===== src/rtl/multdiv_seq_if.sv =====
// rtl/multdiv_seq_if.sv - operand/control/result bundle for the iterative multiply/divide unit
interface multdiv_seq_if #(
    parameter int WIDTH = 32
);
    logic [WIDTH-1:0] data_operandA;
    logic [WIDTH-1:0] data_operandB;
    logic             ctrl_MULT;
    logic             ctrl_DIV;
    logic [WIDTH-1:0] data_result;
    logic             data_exception;
    logic             data_resultRDY;

    modport master (
        output data_operandA,
        output data_operandB,
        output ctrl_MULT,
        output ctrl_DIV,
        input  data_result,
        input  data_exception,
        input  data_resultRDY
    );

    modport slave (
        input  data_operandA,
        input  data_operandB,
        input  ctrl_MULT,
        input  ctrl_DIV,
        output data_result,
        output data_exception,
        output data_resultRDY
    );
endinterface


===== src/rtl/multdiv_seq.sv =====
// rtl/multdiv_seq.sv - iterative signed radix-2 multiply / restoring divide, one step per clock
// Optional feature macro: MULTDIV_EARLY_DIV0_EN (divide by zero completes right after the start cycle)
module multdiv_seq #(
    parameter int WIDTH = 32,
    parameter int CNT_W = 6
) (
    input  logic          clock,
    input  logic          resetn,
    multdiv_seq_if.slave  bus
);
    typedef enum logic [1:0] {
        ST_IDLE = 2'd0,
        ST_MUL  = 2'd1,
        ST_DIV  = 2'd2,
        ST_DONE = 2'd3
    } state_t;

    localparam logic [WIDTH-1:0] INT_MIN = {1'b1, {(WIDTH-1){1'b0}}};

    state_t           state_q, state_d;
    logic [CNT_W-1:0] cnt_q, cnt_d;
    logic [WIDTH-1:0] hi_q, hi_d;
    logic [WIDTH-1:0] lo_q, lo_d;
    logic [WIDTH-1:0] opnd_q, opnd_d;
    logic             neg_q, neg_d;
    logic             bzero_q, bzero_d;
    logic             ovf_q, ovf_d;
    logic [WIDTH-1:0] result_q, result_d;
    logic             exc_q, exc_d;

    function automatic logic [WIDTH-1:0] magnitude(input logic [WIDTH-1:0] v);
        return v[WIDTH-1] ? (~v + WIDTH'(1)) : v;
    endfunction

    logic             start;
    logic [WIDTH-1:0] abs_a, abs_b;
    logic [CNT_W-1:0] cnt_inc;
    logic             last_step;

    assign start     = bus.ctrl_MULT | bus.ctrl_DIV;
    assign abs_a     = magnitude(bus.data_operandA);
    assign abs_b     = magnitude(bus.data_operandB);
    assign cnt_inc   = cnt_q + CNT_W'(1);
    assign last_step = (cnt_inc == CNT_W'(WIDTH));

    // Multiply step: hi accumulates the multiplicand, {carry,hi,lo} shifts right one place.
    logic [WIDTH:0]     mul_sum;
    logic [WIDTH-1:0]   mul_hi, mul_lo, mul_res;
    logic [2*WIDTH-1:0] mul_prod, mul_signed;
    logic [WIDTH:0]     mul_top;
    logic               mul_exc;

    assign mul_sum    = lo_q[0] ? ({1'b0, hi_q} + {1'b0, opnd_q}) : {1'b0, hi_q};
    assign mul_hi     = mul_sum[WIDTH:1];
    assign mul_lo     = {mul_sum[0], lo_q[WIDTH-1:1]};
    assign mul_prod   = {mul_hi, mul_lo};
    assign mul_signed = neg_q ? (~mul_prod + (2*WIDTH)'(1)) : mul_prod;
    assign mul_res    = mul_signed[WIDTH-1:0];
    assign mul_top    = mul_signed[2*WIDTH-1:WIDTH-1];
    assign mul_exc    = ~((&mul_top) | (~|mul_top));

    // Divide step: hi is the partial remainder, lo shifts dividend bits out and quotient bits in.
    logic [WIDTH:0]   div_shift, div_diff;
    logic             div_ge;
    logic [WIDTH-1:0] div_hi, div_lo, div_q_signed, div_res;
    logic             div_exc;

    assign div_shift    = {hi_q, lo_q[WIDTH-1]};
    assign div_diff     = div_shift - {1'b0, opnd_q};
    assign div_ge       = ~div_diff[WIDTH];
    assign div_hi       = div_ge ? div_diff[WIDTH-1:0] : div_shift[WIDTH-1:0];
    assign div_lo       = {lo_q[WIDTH-2:0], div_ge};
    assign div_q_signed = neg_q ? (~div_lo + WIDTH'(1)) : div_lo;
    assign div_res      = bzero_q ? '0 : div_q_signed;
    assign div_exc      = bzero_q | ovf_q;

    always_ff @(posedge clock) begin
        if (!resetn) begin
            state_q  <= ST_IDLE;
            cnt_q    <= '0;
            hi_q     <= '0;
            lo_q     <= '0;
            opnd_q   <= '0;
            neg_q    <= 1'b0;
            bzero_q  <= 1'b0;
            ovf_q    <= 1'b0;
            result_q <= '0;
            exc_q    <= 1'b0;
        end else begin
            state_q  <= state_d;
            cnt_q    <= cnt_d;
            hi_q     <= hi_d;
            lo_q     <= lo_d;
            opnd_q   <= opnd_d;
            neg_q    <= neg_d;
            bzero_q  <= bzero_d;
            ovf_q    <= ovf_d;
            result_q <= result_d;
            exc_q    <= exc_d;
        end
    end

    always_comb begin
        state_d  = state_q;
        cnt_d    = cnt_q;
        hi_d     = hi_q;
        lo_d     = lo_q;
        opnd_d   = opnd_q;
        neg_d    = neg_q;
        bzero_d  = bzero_q;
        ovf_d    = ovf_q;
        result_d = result_q;
        exc_d    = exc_q;

        case (state_q)
            ST_MUL: begin
                hi_d  = mul_hi;
                lo_d  = mul_lo;
                cnt_d = cnt_inc;
                if (last_step) begin
                    state_d  = ST_DONE;
                    result_d = mul_res;
                    exc_d    = mul_exc;
                end
            end
            ST_DIV: begin
                hi_d  = div_hi;
                lo_d  = div_lo;
                cnt_d = cnt_inc;
`ifdef MULTDIV_EARLY_DIV0_EN
                if (bzero_q) begin
                    state_d  = ST_DONE;
                    result_d = '0;
                    exc_d    = 1'b1;
                end else
`endif
                if (last_step) begin
                    state_d  = ST_DONE;
                    result_d = div_res;
                    exc_d    = div_exc;
                end
            end
            ST_DONE: state_d = ST_IDLE;
            default: state_d = ST_IDLE;
        endcase

        // A start in any state wins and silently drops whatever was in flight.
        if (start) begin
            state_d = bus.ctrl_MULT ? ST_MUL : ST_DIV;
            cnt_d   = '0;
            hi_d    = '0;
            lo_d    = bus.ctrl_MULT ? abs_b : abs_a;
            opnd_d  = bus.ctrl_MULT ? abs_a : abs_b;
            neg_d   = bus.data_operandA[WIDTH-1] ^ bus.data_operandB[WIDTH-1];
            bzero_d = (bus.data_operandB == '0);
            ovf_d   = (bus.data_operandA == INT_MIN) && (bus.data_operandB == '1);
        end
    end

    assign bus.data_result    = result_q;
    assign bus.data_exception = exc_q;
    assign bus.data_resultRDY = (state_q == ST_DONE);
endmodule

===== src/flat_wrapper.sv =====
// flat-port wrapper written by rule: the top's interface ports become plain ports
module multdiv_seq_flat 
#(
    parameter int WIDTH = 32,
    parameter int CNT_W = 6
)
  (clock, resetn, bus_data_operandA, bus_data_operandB, bus_ctrl_MULT, bus_ctrl_DIV, bus_data_result, bus_data_exception, bus_data_resultRDY);
  multdiv_seq_if #(.WIDTH(WIDTH)) bus_i ();
  input  logic clock;
  input  logic resetn;
  input wire logic [$bits(bus_i.data_operandA)-1:0] bus_data_operandA;
  input wire logic [$bits(bus_i.data_operandB)-1:0] bus_data_operandB;
  input wire logic [$bits(bus_i.ctrl_MULT)-1:0] bus_ctrl_MULT;
  input wire logic [$bits(bus_i.ctrl_DIV)-1:0] bus_ctrl_DIV;
  output wire logic [$bits(bus_i.data_result)-1:0] bus_data_result;
  output wire logic [$bits(bus_i.data_exception)-1:0] bus_data_exception;
  output wire logic [$bits(bus_i.data_resultRDY)-1:0] bus_data_resultRDY;
  assign bus_i.data_operandA = bus_data_operandA;
  assign bus_i.data_operandB = bus_data_operandB;
  assign bus_i.ctrl_MULT = bus_ctrl_MULT;
  assign bus_i.ctrl_DIV = bus_ctrl_DIV;
  assign bus_data_result = bus_i.data_result;
  assign bus_data_exception = bus_i.data_exception;
  assign bus_data_resultRDY = bus_i.data_resultRDY;
  multdiv_seq #(.WIDTH(WIDTH), .CNT_W(CNT_W)) u_core (.clock(clock), .resetn(resetn), .bus(bus_i));
endmodule

===== config.mk =====
export PLATFORM = sky130hd
export DESIGN_NAME = multdiv_seq_flat
export DESIGN_NICKNAME = d
export VERILOG_FILES = /design/src/rtl/multdiv_seq_if.sv /design/src/rtl/multdiv_seq.sv /design/src/flat_wrapper.sv
export SDC_FILE = /design/constraint.sdc
export NUM_CORES = 1
export LEC_CHECK = 0
export ABC_CLOCK_PERIOD_IN_PS = 5200
export CELL_PAD_IN_SITES_DETAIL_PLACEMENT = 1
export CELL_PAD_IN_SITES_GLOBAL_PLACEMENT = 2
export CORE_ASPECT_RATIO = 2
export CORE_MARGIN = 2
export CORE_UTILIZATION = 35
export CTS_CLUSTER_DIAMETER = 120
export DETAILED_ROUTE_END_ITERATION = 7
export GPL_TIMING_DRIVEN = 0
export PLACE_DENSITY = 0.88
export SLEW_MARGIN = 25
export SYNTH_ARGS = -nofsm -noshare
export SYNTH_HDL_FRONTEND = slang
export SYNTH_SLANG_ARGS = --single-unit

===== constraint.sdc =====
create_clock -name clock -period 5.2 [get_ports clock]
set_input_delay 0.52 -clock clock [delete_from_list [all_inputs] [get_ports clock]]
set_output_delay 0.52 -clock clock [all_outputs]
set_load 0.01 [all_outputs]

-- Word level (Yosys, flattened, before mapping)
Index checks and enable logic that the tools add are counted.
- bits in registers: 140
- input port bits: 68
- output and inout bits: 34
- word-level logic and storage cells: 69
- add/subtract/negate cells: 7
- equality and inequality tests: 9
- mux-type cells: 22
- bitwise operators: 11
- reduce and logical (&&, ||, !) cells: 10
- operators by type and width (operator ; count):
    32-bit 2-to-1 mux ; 10
    32-bit case mux with 2 select lines ; 3
    32-bit by 1-bit adder with 32-bit output (second input constant) ; 3
    32-bit inverter ; 3
    64-bit by 1-bit adder with 64-bit output (second input constant) ; 1
    32-bit equality test (second input constant) ; 2
    64-bit 2-to-1 mux ; 1
    64-bit inverter ; 1
    32-bit by 32-bit adder with 33-bit output ; 1
    33-bit 2-to-1 mux ; 1
    33-bit AND reduction ; 1
    33-bit OR reduction ; 1
    33-bit by 32-bit subtractor with 33-bit output ; 1
    32-bit logical NOT ; 1
    2-bit 2-to-1 mux ; 4
    6-bit by 1-bit adder with 6-bit output (second input constant) ; 1
    6-bit equality test (second input constant) ; 1
    2-bit equality test (second input constant) ; 2
    2-bit by 1-bit inequality test with 1-bit output (second input constant) ; 2
    2-bit OR reduction ; 2
    3-bit by 1-bit inequality test with 1-bit output (second input constant) ; 1
    1-bit inverter ; 3
    1-bit bitwise OR ; 3
    3-bit AND reduction ; 1
    other kinds (8) ; 9

-- Logic depth before layout (Yosys ltp)
- depth after elaboration: 11
- mapped depth: 23
- mapped depth without buffers: 21

-- Worst setup path before layout
No wires, ideal clock.
- path type: register to register
- from: register u_core.hi_q[0]
- to: register u_core.exc_q (netlist: u_core.bus.data_exception)
- library setup time: 0.139 ns
- data arrival time: 4.340 ns
- required time: 5.061 ns
- path slack: 0.721 ns
- cell stages (with the launch flop): 17
- buffers on the path: 0
- period minus slack after synthesis: 4.479 ns
- cells stage by stage: dfxtp_1 -> ha_1 -> fa_1 -> a211oi_1 -> o21a_1 -> o21a_1 -> nor3_1 -> nand3b_1 -> nor4_1 -> nand3b_1 -> or3_1 -> o41ai_2 -> xnor2_1 -> nor4_1 -> nand3_1 -> o41ai_1 -> a41oi_1
- cells in the longest elaborated chain, start to end: 11
- elaborated cells between the ends (all ways): 12
- those cells by class: 2 x add/sub; 4 x mux; 3 x bitwise; 3 x reduce/logical
- RTL lines (element ; RTL line ; source):
    start, declared ; multdiv_seq.sv:22 ; logic [WIDTH-1:0] hi_q, hi_d;
    start signal, assigned ; multdiv_seq.sv:92 ; hi_q <= hi_d;
    32-bit by 32-bit adder with 33-bit output ; multdiv_seq.sv:53 ; assign mul_sum = lo_q[0] ? ({1'b0, hi_q} + {1'b0, opnd_q}) : {1'b0, hi_q};
    33-bit 2-to-1 mux (*) ; multdiv_seq.sv:53 ;
    64-bit inverter ; multdiv_seq.sv:57 ; assign mul_signed = neg_q ? (~mul_prod + (2*WIDTH)'(1)) : mul_prod;
    64-bit by 1-bit adder with 64-bit output ; multdiv_seq.sv:57 ;
    64-bit 2-to-1 mux (*) ; multdiv_seq.sv:57 ;
    33-bit OR reduction ; multdiv_seq.sv:60 ; assign mul_exc = ~((&mul_top) | (~|mul_top));
    1-bit logical NOT ; multdiv_seq.sv:60 ;
    1-bit bitwise OR (*) ; multdiv_seq.sv:60 ;
    1-bit inverter (*) ; multdiv_seq.sv:60 ;
    1-bit 2-to-1 mux (*) ; multdiv_seq.sv:120 ; if (last_step) begin
    1-bit case mux with 2 select lines (*) ; multdiv_seq.sv:115 ; case (state_q)
    end signal, assigned ; multdiv_seq.sv:88 ; exc_q <= 1'b0;
    end signal, assigned ; multdiv_seq.sv:99 ; exc_q <= exc_d;
    end, declared ; multdiv_seq.sv:29 ; logic exc_q, exc_d;
Every way passes the cells marked *; elsewhere a longest branch is shown, timed or not. The select of a mux whose other input is x is not followed.
A chain may end at the register's enable or synchronous reset.

-- Worst setup path after layout
- from: register u_core.opnd_q[6]
- to: register u_core.exc_q (netlist: u_core.bus.data_exception)
- cells in the longest elaborated chain, start to end: 11
- elaborated cells between the ends (all ways): 12
- those cells by class: 2 x add/sub; 4 x mux; 3 x bitwise; 3 x reduce/logical
- RTL lines (element ; RTL line ; source):
    start, declared ; multdiv_seq.sv:24 ; logic [WIDTH-1:0] opnd_q, opnd_d;
    start signal, assigned ; multdiv_seq.sv:94 ; opnd_q <= opnd_d;
    32-bit by 32-bit adder with 33-bit output (*) ; multdiv_seq.sv:53 ;
    33-bit 2-to-1 mux (*) ; multdiv_seq.sv:53 ;
    64-bit inverter ; multdiv_seq.sv:57 ;
    64-bit by 1-bit adder with 64-bit output ; multdiv_seq.sv:57 ;
    64-bit 2-to-1 mux (*) ; multdiv_seq.sv:57 ;
    33-bit OR reduction ; multdiv_seq.sv:60 ;
    1-bit logical NOT ; multdiv_seq.sv:60 ;
    1-bit bitwise OR (*) ; multdiv_seq.sv:60 ;
    1-bit inverter (*) ; multdiv_seq.sv:60 ;
    1-bit 2-to-1 mux (*) ; multdiv_seq.sv:120 ;
    1-bit case mux with 2 select lines (*) ; multdiv_seq.sv:115 ;
Marked as above.

==> flow_metrics.tcl <==
set metrics [dict create \
    status "finished, violations left" \
    violations "negative setup slack" \
    syn_area_um2 14930 \
    wl_per_cell_um 25.12 \
    fin_tns_setup_ns -0.08497 \
    synth-async-reset-ratio_pct 0 \
    ys_types 86 \
    placed_area_um2 16630 \
    syn-mean-instance-area_um2 7.041 \
    numCtsBuffers 17 \
    cp-end-kind "register" \
    pin_count 102 \
    min_period_over_period_pct 101.6 \
    io_buffers 99 \
    rsz0062_at_grt "yes" \
    die_h_um 296.1 \
    power_density_nw_per_um2 231.5 \
    grt_max_degree 17 \
    layout_commonest_cell "nor2_1" \
    setup_ws_ns -0.08497 \
    critPathRequiredTime_ns 5.52 \
    grt_pass1_wl_mm 106.5 \
    dieArea_um2 44440 \
    ys_seq_area_share_pct 18.77 \
    core_um2 42310 \
    synth_edf_count 0 \
    reg2reg_setup_slack_ns -0.08 \
    ys_warn_count 0 \
    seq_power_share_pct 30.5 \
    num_vias 17420 \
    fin_skew_ns 0.009009 \
    p_int_uw 2478 \
    hold_ws_ns 0.4560 \
    max_freq_mhz 189.2 \
    antenna_found_initial 0 \
    rows 107 \
    gp_congestion 0.9503 \
    clock_path_buffers 2 \
    setup-violations-final 1 \
    crit_type "register to register" \
    clk_latency_ns 0.46 \
    insertedDiodeCount 0 \
    clock_power_share_pct 34.3 \
    p_switching_uw 1585 \
    place.detailed.hpwl_mm 55.41 \
    cts.htree.levels 4 \
    dp_slack_ns -1.511 \
    slew_violations 0 \
    drive_gt1_share_pct 5.846 \
    path_max_fanout 10 \
    cts_tree "built" \
    peakVddDrop_uv 232.0 \
    synthCells 2121 \
    ctsHoldBuffers 0 \
    start_kind "register" \
    vias_per_cell 6.214 \
    relSlewSlack_pct 23.08 \
    grt_overflow_total 0 \
    grt_pass1_vias 17550 \
    path_clk_slew_ns 0.07 \
    leakage_uw 0.006281 \
    dr.pass1.iters 6 \
    cp_data_arrival_time_ns 5.60 \
    wl_mm 70.41 \
    final_cell_area_um2 17550 \
    start_util_pct 35.30 \
    p_comb_share_pct 35.2 \
    initialDrtViolationCount 1011 \
    ys_ff_latch 140 \
    worst_slew_pin_slew_ns 1.154 \
    hold_path_class "register to register" \
    power.total_uw 4063 \
    clock_sinks 140 \
    synth_ff_type "dfxtp_1" \
    area_growth_pct 17.54 \
    clockRootBuffer "clkbuf_16" \
    antenna_left 0 \
    synthesis.nets 2264 \
    max_cap_violations 0 \
    final_cell_mix "235 x nor2_1, 205 x nand2_1, 174 x a21oi_1" \
    drc 0 \
    hold_viol 0 \
    grtUsageTotal_pct 31.65 \
    swShare_pct 39.00 \
    layout_min_cycle_time_ns 5.285 \
    fin_nets 2388 \
    die_w_um 150.1 \
]
-- routing by layer --
metal  vias to the layer above  track usage, %  wire length (um)
met5                         -               0                 0
met4                         0           20.13              5474
met3                       182           4.031              3657
met2                       640           51.94             32190
met1                      8510           38.70             29090
li1                       8087               -                 -
-- repair_timing --
item                                    4_1_cts  5_1_grt
buffers inserted                              2        5
endpoints found under the setup margin       66       23
gates resized for setup                      41       24
pin swaps                                     0        7
-- power by group through the flow --
stage	combinational [uW]	sequential, uW	clock, uW
floorplan	876	1220	0
global route	1550	1240	1450
CTS	1390	1240	1400
finish	1430	1240	1390
detailed placement	1370	1260	0
global placement	1350	1260	0
-- worst max-delay path, cell delays in order, from the launching register on --
cell and delay [ns]:
dfxtp_1 0.54, ha_1 0.30, clkbuf_1 0.21, a41o_1 0.30
a211o_1 0.33, a22o_1 0.32, a221oi_4 0.39, clkdlybuf4s15_2 0.30
and2_1 0.26, nand4_1 0.23, or3_1 0.46, o311ai_1 0.34
nand4_1 0.17, nor4_1 0.38, nand4_1 0.16, nor4_1 0.26
a41oi_1 0.18
-- cells in the mapped netlist (9+ instances only) --
cell type	instances	area share (%)
nand3_1	47	1.6
and2_1	10	0.42
nor4_1	23	0.96
o41ai_1	20	1.2
xor2_1	80	4.7
inv_1	64	1.6
o21a_1	16	0.80
a31oi_1	16	0.67
dfxtp_1	140	19
nor2_1	237	6.0
ha_1	73	6.1
o21ai_0	139	4.7
a221oi_1	12	0.70
or3_1	20	0.84
a211oi_1	82	4.1
o211ai_1	61	3.1
mux2i_1	41	2.7
nor2b_1	14	0.59
a211o_1	9	0.53
buf_1	23	0.58
o221ai_1	16	0.94
or4_1	24	1.2
a22oi_1	10	0.50
nand4_1	25	1.0
xnor2_1	89	5.2
o31ai_1	38	1.9
a21oi_1	176	5.9
nand2b_1	25	1.0
nand2_1	205	5.2
or2_2	13	0.54
o22ai_1	27	1.1
a21o_1	28	1.4
nor3_1	50	1.7
clkbuf_1	126	3.2
-- logic make-up (layout without fill, tap and decap cells) --
family | after synthesis | in the layout | share of synthesized area (%)
AND/OR/NAND/NOR | 732 | 732 | 23.51
XOR/XNOR | 169 | 169 | 9.911
adder cells (fa/ha/maj) | 75 | 75 | 6.384
AO/OA/AOI/OAI | 730 | 730 | 32.33
flip-flops | 140 | 140 | 18.77
buffers and inverters | 229 | 366 | 5.973
multiplexers | 46 | 46 | 3.125
-- worst paths after layout --
check	start	to	depth (start not counted)
setup / recovery	u_core.opnd_q[6]$_SDFFE_PN0N_	u_core.bus.data_exception$_SDFFE_PN0P_	16
hold / removal	u_core.bus.data_result[22]$_SDFFE_PN0P_	u_core.bus.data_result[22]$_SDFFE_PN0P_	2
setup reg to reg	u_core.opnd_q[6]$_SDFFE_PN0N_	u_core.bus.data_exception$_SDFFE_PN0P_	16
hold reg to reg	u_core.bus.data_result[22]$_SDFFE_PN0P_	u_core.bus.data_result[22]$_SDFFE_PN0P_	2
-- per-stage QoR --
stage	util, %	std cells
2_1_floorplan	-	2121
3_3_place_gp	39.26	2765
3_5_place_dp	39.30	2766
4_1_cts	41.20	2798
5_1_grt	41.49	2803
6_report	41.49	2803
-- cell type report --
| type | instances | area (um^2) |
|---|---|---|
| fill | 5415 | 24750 |
| buffer | 156 | 640.6 |
| clock buffer | 18 | 429.2 |
| timing repair buffer | 107 | 1055 |
| multi-input combinational | 1752 | 11460 |
| inverter | 71 | 269.0 |
| sequential | 140 | 2805 |
| tap | 545 | 681.9 |
| clock inverter | 14 | 207.7 |
-- registers in the layout (all words and copies together), names as in the netlist --
name and cells:
u_core.state_q 2, u_core.opnd_q 32, u_core.ovf_q 1, u_core.bzero_q 1
u_core.bus.data_exception 1, u_core.neg_q 1, u_core.hi_q 32, u_core.lo_q 32
u_core.cnt_q 6, u_core.bus.data_result 32
Power figures use the tool's default switching activity.
